--- config.mk ---
export PLATFORM = sky130hd
export DESIGN_NAME = power_gate_seq_multi
export DESIGN_NICKNAME = d
export VERILOG_FILES = /design/src/rtl/power_gate_seq_multi.sv
export SDC_FILE = /design/constraint.sdc
export NUM_CORES = 1
export LEC_CHECK = 0
export BUFFER_PORTS_ARGS = -buffer_cell sky130_fd_sc_hd__buf_2
export CAP_MARGIN = 20
export CORE_MARGIN = 5
export CORE_UTILIZATION = 59
export CTS_BUF_LIST = sky130_fd_sc_hd__clkbuf_2 sky130_fd_sc_hd__clkbuf_4 sky130_fd_sc_hd__clkbuf_8
export CTS_CLUSTER_SIZE = 30
export DETAILED_ROUTE_END_ITERATION = 6
export PLACE_DENSITY_LB_ADDON = 0.08
export SYNTH_ARGS = -nofsm -noshare
export SYNTH_HDL_FRONTEND = slang
export SYNTH_SLANG_ARGS = --single-unit
--- constraint.sdc ---
create_clock -name clk -period 6.82 [get_ports clk]
set_input_delay 0.682 -clock clk [delete_from_list [all_inputs] [get_ports clk]]
set_output_delay 0.682 -clock clk [all_outputs]
set_load 0.01 [all_outputs]
--- src/rtl/power_gate_seq_multi.sv ---
// Multi-rail power-gate sequencer: ramps thermometer-coded rail enables up and
// down with per-step dwell times, and controls domain isolation around ON.
module power_gate_seq_multi #(
  parameter  int N_STEPS = 8,
  parameter  int CNT_W   = 8,
  localparam int LW      = $clog2(N_STEPS + 1)
) (
  input  logic                     clk,
  input  logic                     rst,
  input  logic                     power,
  input  logic                     external_pg,
  input  logic [N_STEPS*CNT_W-1:0] hold_time,
  input  logic                     wu_bypass_mux,
  input  logic                     isolate_byp,
  output logic [N_STEPS-1:0]       rail,
  output logic [LW-1:0]            level,
  output logic                     isolate,
  output logic                     busy,
  output logic                     done
);

  typedef enum logic [2:0] {
    S_OFF  = 3'd0,
    S_UP   = 3'd1,
    S_ON   = 3'd2,
    S_ISO  = 3'd3,
    S_DOWN = 3'd4
  } state_t;

  state_t             state;
  logic [LW-1:0]      lvl;
  logic [CNT_W-1:0]   cnt;
  logic [N_STEPS-1:0] rail_q;
  logic               iso_q;

  logic               req;
  logic [LW-1:0]      idx;
  logic [CNT_W-1:0]   dwell;
  logic [CNT_W-1:0]   last;
  logic               hit;

  function automatic logic [N_STEPS-1:0] therm(input logic [LW-1:0] l);
    logic [N_STEPS-1:0] t;
    t = '0;
    for (int k = 0; k < N_STEPS; k++) t[k] = (LW'(k) < l);
    return t;
  endfunction

  assign req = power | external_pg;

  // Dwell of the step currently being entered or left (step L-1); 0 acts as 1.
  always_comb begin
    idx   = (lvl == '0) ? '0 : lvl - LW'(1);
    dwell = '0;
    for (int k = 0; k < N_STEPS; k++) begin
      if (idx == LW'(k)) dwell = hold_time[k*CNT_W +: CNT_W];
    end
    last = (dwell == '0) ? '0 : dwell - CNT_W'(1);
    hit  = (cnt == last);
  end

  // Isolation register defaults high and is cleared only on entry to ON.
  always_ff @(posedge clk) begin
    if (rst) begin
      state  <= S_OFF;
      lvl    <= '0;
      cnt    <= '0;
      rail_q <= '0;
      iso_q  <= 1'b1;
    end else begin
      iso_q <= 1'b1;
      case (state)
        S_OFF: begin
          cnt <= '0;
          if (req) begin
            state  <= S_UP;
            lvl    <= LW'(1);
            rail_q <= therm(LW'(1));
          end else begin
            lvl    <= '0;
            rail_q <= '0;
          end
        end
        S_UP: begin
          if (!req) begin
            state <= S_DOWN;
            cnt   <= '0;
          end else if (hit) begin
            cnt <= '0;
            if (lvl == LW'(N_STEPS)) begin
              state <= S_ON;
              iso_q <= 1'b0;
            end else begin
              lvl    <= lvl + LW'(1);
              rail_q <= therm(lvl + LW'(1));
            end
          end else begin
            cnt <= cnt + CNT_W'(1);
          end
        end
        S_ON: begin
          if (!req) state <= S_ISO;
          else      iso_q <= 1'b0;
        end
        S_ISO: begin
          if (req) begin
            state <= S_ON;
            iso_q <= 1'b0;
          end else begin
            state <= S_DOWN;
            cnt   <= '0;
          end
        end
        S_DOWN: begin
          if (req) begin
            state <= S_UP;
            cnt   <= '0;
          end else if (hit) begin
            lvl    <= lvl - LW'(1);
            rail_q <= therm(lvl - LW'(1));
            cnt    <= '0;
            if (lvl == LW'(1)) state <= S_OFF;
          end else begin
            cnt <= cnt + CNT_W'(1);
          end
        end
        default: begin
          state  <= S_OFF;
          lvl    <= '0;
          cnt    <= '0;
          rail_q <= '0;
        end
      endcase
    end
  end

  assign rail    = rail_q;
  assign level   = lvl;
  assign isolate = wu_bypass_mux ? isolate_byp : iso_q;
  assign busy    = (state == S_UP) || (state == S_ISO) || (state == S_DOWN);
  assign done    = (req && (state == S_ON)) || (!req && (state == S_OFF));

endmodule

==> reports/qor.yml, run 1 <==
drt:
  firstDrtPassIters: 5
  via_count: 3341
  drc: 0
  wl_per_cell_um: 16.90
  vias_per_cell: 6.388
  routed_wl_um: 8841
  ant_nets: 0
  drtIter0Drc: 241
finish:
  seq_area_um2: 460.4
  fillers: 468
  final_nets: 534
  drive_above_1_share_pct: 28.48
  final_common_cell: "buf_2"
  antennaDiodeCount: 0
  area_growth_pct: 14.56
  multi_input_area_um2: 2377
  design_area_um2: 3445
  final_cell_mix: "buf_2, nand2_1, nor2_1, dfxtp_1, a21oi_1"
logic_synthesis:
  synth_seq_cells: 23
  ys_seq_area_share_pct: 15.31
  synth_area_um2: 3007
  async_reset_ff_share_pct: 0
  ys_types: 84
  synth_edf_count: 0
  synthCells: 390
  syn-num-nets: 470
  ys.flop_type: "dfxtp_1"
  postSynthAreaPerCell_um2: 7.709
  ys_warn_count: 0
sta:
  whs_ns: 0.4822
  tightestPinTransition_ns: 0.7836
  clock_skew_ns: 0.0008872
  fin_crit_sh_pct: 79.26
  layout_min_cycle_time_ns: 5.405
  max-slew-margin-rel_pct: 47.76
  drv_slew: 0
  fin_setup_tns_ns: 0
  finalHoldViolCount: 0
  rsz0062_at_grt: "false"
  finalSetupViolCount: 0
  fmax_mhz: 185.0
  setup_ws_ns: 1.415
hold_path:
  hp-class: "register to register"
critical_path:
  crit_required_ns: 6.99
  crit_path_end_kind: "register"
  startpoint_type: "register"
  worst-endpoint-arrival_ns: 5.58
  path_max_fanout: 18
  worstSetupPathType: "register to register"
pwr:
  leakagePower_uw: 0.001361
  p_total_uw: 700.1
  peakVddDrop_mv: 0.1256
  power_density_nw_per_um2: 203.2
grt:
  grt_usage_pct: 26.97
  grt_max_degree: 33
  grt_pass1_vias: 3044
  antenna_found_initial: 0
  grt-ovfl-total: 0
  grt_pass1_wl_um: 14340
placement:
  port_buffers: 84
  hpwl_um: 6801
  placed_area_um2: 3398
  gp_congestion: 0.9184
  place_ws_ns: 1.428
clock_network:
  cts-buffers-inserted: 3
  clk_latency_ns: 0.27
  cts_root_buf: "clkbuf_8"
  post_cts_buffers: 0
  clock-sinks: 23
  cts-htree-levels: 1
  cts_resized: 0
  cts_tree: "yes"
  postCtsHoldBufs: 0
  path_clk_slew_ns: 0.09
  cts.path.max_buffers: 2
die:
  core-area_um2: 5042
  die_w_um: 81.39
  ios: 85
  start_util_pct: 59.63
  rows: 26
  die_area_um2: 6624
  dieHeight_um: 81.39
status:
  status: "finished, final reports clean"
flow_run:
  max_cap_violations: 0
-- worst max-delay path: stages (launching register included) --
cell and delay, ns:
dfxtp_1 0.74, inv_1 0.22, ha_1 0.50, inv_1 0.18, o21ai_0 0.21, a221oi_1 0.27, nor2_1 0.07, o31ai_1 0.47
ha_1 0.26, o2111ai_1 0.25, nand3b_1 0.25, mux2_2 0.28, a211oi_1 0.29, nor4_2 0.13, and3_4 0.19, a21oi_2 0.57
mux2_2 0.40
-- final cells by class --
type	count	share of cell area, %
multi-input cells	329	69.02
inverters	12	1.308
clock inverters	1	0.1453
flip-flops and latches	23	13.37
well taps	70	2.543
clock buffers	3	1.199
repair buffers	85	12.42
-- through the flow --
stage / utilization (%) / std cells
floorplan: - / 390
global placement: 67.39 / 519
detailed placement: 67.39 / 519
CTS: 68.31 / 523
global route: 68.31 / 523
finish: 68.31 / 523
-- synth_stat cells (all sizes together) (3+ instances only) --
| cell | n | area (µm²) |
|---|---|---|
| a21o | 3 | 22.52 |
| a21oi | 25 | 136.4 |
| a221oi | 10 | 87.58 |
| a22oi | 3 | 36.28 |
| a31oi | 6 | 37.54 |
| and2 | 6 | 37.54 |
| and3 | 6 | 42.54 |
| buf | 10 | 63.81 |
| clkbuf | 16 | 60.06 |
| dfxtp | 23 | 460.4 |
| ha | 10 | 125.1 |
| inv | 12 | 45.04 |
| mux2 | 8 | 105.1 |
| mux2i | 8 | 80.08 |
| nand2 | 33 | 128.9 |
| nand2b | 15 | 93.84 |
| nand3 | 12 | 65.06 |
| nand3b | 4 | 30.03 |
| nand4 | 4 | 25.02 |
| nor2 | 29 | 111.4 |
| nor2b | 9 | 56.30 |
| nor3 | 15 | 80.08 |
| nor4 | 4 | 31.28 |
| o211ai | 9 | 67.56 |
| o21a | 3 | 22.52 |
| o21ai | 20 | 100.1 |
| o221a | 4 | 45.04 |
| o221ai | 6 | 58.80 |
| o22ai | 12 | 81.33 |
| o31ai | 3 | 50.05 |
| o32ai | 3 | 33.79 |
| or2 | 4 | 25.03 |
| or3 | 4 | 25.02 |
| xnor2 | 5 | 43.79 |
| xor2 | 5 | 43.79 |
-- power by group --
part           switching [µW]  total [µW]  leakage, µW  internal (µW)
clock network            48.7        89.7    0.0000255           41.0
logic                     271         457      0.00115            186
registers                13.4         154     0.000187            140
-- state kept, by name, indices dropped and copies added, names as in the netlist --
signal,cells
cnt,8
iso_q,1
level,4
rail,7
state,3
-- logic make-up after synthesis --
| kind of cell | Yosys count | share of synthesized area (%) |
|---|---|---|
| simple gates | 151 | 27.30 |
| compound gates | 142 | 38.54 |
| xor+xnor | 10 | 2.913 |
| fa+ha+maj | 10 | 4.161 |
| buf+inv | 38 | 5.618 |
| flops | 23 | 15.31 |
| mux | 16 | 6.159 |
-- worst paths after layout --
path / startpoint / endpoint / slack [ns] / cells after the start
worst max-delay path: level[0]$_SDFFE_PP0P_ / rail[3]$_SDFFE_PP0P_ / 1.41 / 16
worst min-delay path: rail[4]$_SDFFE_PP0P_ / rail[4]$_SDFFE_PP0P_ / 0.48 / 2
worst max register to register: level[0]$_SDFFE_PP0P_ / rail[3]$_SDFFE_PP0P_ / 1.41 / 16
worst min register to register: rail[4]$_SDFFE_PP0P_ / rail[4]$_SDFFE_PP0P_ / 0.48 / 2
-- routing by layer --
layer / up-vias / GRT usage, % / wire length [µm]
li1: 1632 / - / -
met1: 1526 / 33.36 / 3689
met2: 156 / 46.17 / 4196
met3: 27 / 5.211 / 689
met4: 0 / 9.628 / 265
met5: - / 0 / 0
Note: power is estimated with default switching activity, not from simulation.
==> run 2: changes to the inputs <==
--- a/config.mk
+++ b/config.mk
@@ -5,10 +5,11 @@
 export SDC_FILE = /design/constraint.sdc
 export NUM_CORES = 1
 export LEC_CHECK = 0
+export ABC_AREA = 1
 export BUFFER_PORTS_ARGS = -buffer_cell sky130_fd_sc_hd__buf_2
 export CAP_MARGIN = 20
 export CORE_MARGIN = 5
-export CORE_UTILIZATION = 59
+export CORE_UTILIZATION = 50
 export CTS_BUF_LIST = sky130_fd_sc_hd__clkbuf_2 sky130_fd_sc_hd__clkbuf_4 sky130_fd_sc_hd__clkbuf_8
 export CTS_CLUSTER_SIZE = 30
 export DETAILED_ROUTE_END_ITERATION = 6
==> constraint.sdc (replaced) <==
create_clock -name clk -period 4.61 [get_ports clk]
set_input_delay 0.461 -clock clk [delete_from_list [all_inputs] [get_ports clk]]
set_output_delay 0.461 -clock clk [all_outputs]
set_load 0.01 [all_outputs]
==> run 2 against run 1 <==
Effect of this change: clock-buffer cell count grew 1; core utilization down 9.3 points; critical path depth up 11; cell count is 28% higher; synthesized cell count is 33% higher; sequential share of layout area shrank 0.26 points; first-iteration DRC count shrank 30%; sequential cell count unchanged; die area rose by 18%; largest cell class unchanged.
==> reports/qor.yml, run 2 <==
sta:
  setup_ws_ns: 0.5679
  fin_crit_sh_pct: 87.68
  layout_min_cycle_time_ns: 4.042
  tightestPinTransition_ns: 0.7167
  max-slew-margin-rel_pct: 52.22
  finalHoldViolCount: 0
  fin_setup_tns_ns: 0
  whs_ns: 0.4890
  rsz0062_at_grt: "false"
  fmax_mhz: 247.4
  drv_slew: 0
  finalSetupViolCount: 0
  clock_skew_ns: 0.001760
finish:
  largest-register: "cnt"
  drive_above_1_share_pct: 26.64
  largest_reg_flops: 8
  area_growth_pct: 14.57
  final_nets: 674
  final_common_cell: "nand2_1"
  layout.cells.non_filler: 668
  seq_area_um2: 460.4
  antennaDiodeCount: 0
  final_cell_mix: "nand2_1, buf_2, inv_1, nand3_1, nor2_1"
  fillers: 629
  multi_input_area_um2: 2152
die:
  rows: 28
  start_util_pct: 51.47
  core-area_um2: 5956
  ios: 85
  die_w_um: 88.30
  dieHeight_um: 88.30
  die_area_um2: 7797
clock_network:
  cts_root_buf: "clkbuf_8"
  clk_latency_ns: 0.26
  postCtsHoldBufs: 0
  clock-sinks: 23
  path_clk_slew_ns: 0.08
  cts-htree-levels: 1
  cts-buffers-inserted: 3
  post_cts_buffers: 0
  cts.path.max_buffers: 2
  cts_tree: "yes"
logic_synthesis:
  synth_seq_cells: 23
  synth_area_um2: 3065
  async_reset_ff_share_pct: 0
  yosysTopAreaCell: "nand2_1"
  ys_warn_count: 0
  synth_edf_count: 0
  ys_seq_area_share_pct: 15.02
  synthTopCellsByArea: "nand2_1, dfxtp_1, nand3_1, inv_1, nor2_1"
  synth_common_cells: "nand2_1, inv_1, nand3_1"
  ys_types: 44
  synthCells: 517
  ys.flop_type: "dfxtp_1"
  syn-num-nets: 597
  postSynthAreaPerCell_um2: 5.929
  yosysTopAreaCellShare_pct: 18.00
  yosysMostFrequentCell: "nand2_1"
critical_path:
  worstSetupPathType: "register to register"
  crit_path_end_kind: "register"
  startpoint_type: "register"
  crit_required_ns: 4.81
  worst-endpoint-arrival_ns: 4.25
  path_max_fanout: 20
placement:
  port_buffers: 84
  hpwl_um: 6555
  gp_congestion: 0.9439
  dp.cells: 664
  place_ws_ns: 0.4406
grt:
  grt_pass1_vias: 3101
  grt_usage_pct: 20.49
  grt_max_degree: 21
  grt-ovfl-total: 0
  antenna_found_initial: 0
  grt_pass1_wl_um: 13260
drt:
  firstDrtPassIters: 4
  routed_wl_um: 8017
  ant_nets: 0
  drc: 0
  vias_per_cell: 4.981
  drtIter0Drc: 168
  wl_per_cell_um: 12.00
  via_count: 3327
status:
  status: "finished, final reports clean"
hold_path:
  hp-class: "register to register"
flow_run:
  max_cap_violations: 0
run 2: cell count changes in the layout (fill, tap and decap cells not counted), sizes merged, moves of 10 or more:
cell    previous run  this run
nand2             33       161
inv               12        85
nand3             12        76
nor2              29        66
nand2b            15         0
nor3              15         3
o22ai             12         1
a221oi            10         0
run 2: area by class of cell:
| class | instances | area share, % |
|---|---|---|
| clock buffer | 4 | 1.389 |
| inverter | 85 | 9.156 |
| multi-input combinational | 395 | 61.28 |
| sequential | 23 | 13.11 |
| tap | 75 | 2.672 |
| timing repair buffer | 86 | 12.40 |
run 2: what timing repair did:
item | 4_1_cts | 5_1_grt
setup endpoints to repair | 0 | 8
hold endpoints to repair | 0 | 0
resized for setup | 0 | 1
run 2: worst max-delay path: stages (launching register included):
cell and delay (ns):
dfxtp_1 0.35, inv_2 0.09, ha_1 0.25, xnor2_2 0.23
nand3_2 0.17, nand2_4 0.22, nand2_2 0.20, or2_0 0.24
nand3_1 0.08, nand3_1 0.08, nand2_1 0.08, nand2_2 0.06
nand2_4 0.08, ha_1 0.15, nand3_1 0.09, nor2_2 0.17
nand3_4 0.21, nand3_1 0.16, nand2_1 0.06, inv_1 0.06
nand2_1 0.05, nor2_1 0.12, nand3_2 0.12, o21ai_4 0.21
nand2_2 0.18, inv_2 0.15, nor2_1 0.05, nor2_1 0.08
run 2: per-stage QoR:
step	cell area [µm²]	util, %
floorplan	3065	-
global placement	3458	58.07
detailed placement	3458	58.07
CTS	3507	58.89
global route	3512	58.97
finish	3512	58.97
run 2: logic make-up (layout without fill, tap and decap cells):
family                   after synthesis  in the layout  share of synthesized area (%)
XOR/XNOR                               7              7                          2.245
AO/OA/AOI/OAI                         45             45                          9.062
flip-flops                            23             23                          15.02
adder cells (fa/ha/maj)               10             10                          4.082
AND/OR/NAND/NOR                      332            332                          54.29
buffers and inverters                 99            175                          14.94
multiplexers                           1              1                         0.3673
run 2: path summary, 6_finish.rpt:
check / start / endpoint / slack [ns] / depth (start not counted)
worst max-delay path: level[0]$_SDFFE_PP0P_ / rail[1]$_SDFFE_PP0P_ / 0.57 / 27
worst min-delay path: cnt[6]$_SDFFE_PP0P_ / cnt[6]$_SDFFE_PP0P_ / 0.49 / 2
worst max register to register: level[0]$_SDFFE_PP0P_ / rail[1]$_SDFFE_PP0P_ / 0.57 / 27
worst min register to register: cnt[6]$_SDFFE_PP0P_ / cnt[6]$_SDFFE_PP0P_ / 0.49 / 2
run 2: per-layer routing:
| layer | vias to the layer above | wire length (µm) | track usage [%] |
|---|---|---|---|
| met5 | - | 0 | 0 |
| met4 | 0 | 72 | 4.121 |
| met3 | 8 | 591 | 1.117 |
| met2 | 92 | 3590 | 35.96 |
| met1 | 1451 | 3763 | 27.84 |
| li1 | 1776 | - | - |
Power of run 2 is not shown: default switching activity piles up to over one toggle a cycle in this logic, so the estimate is an artifact.
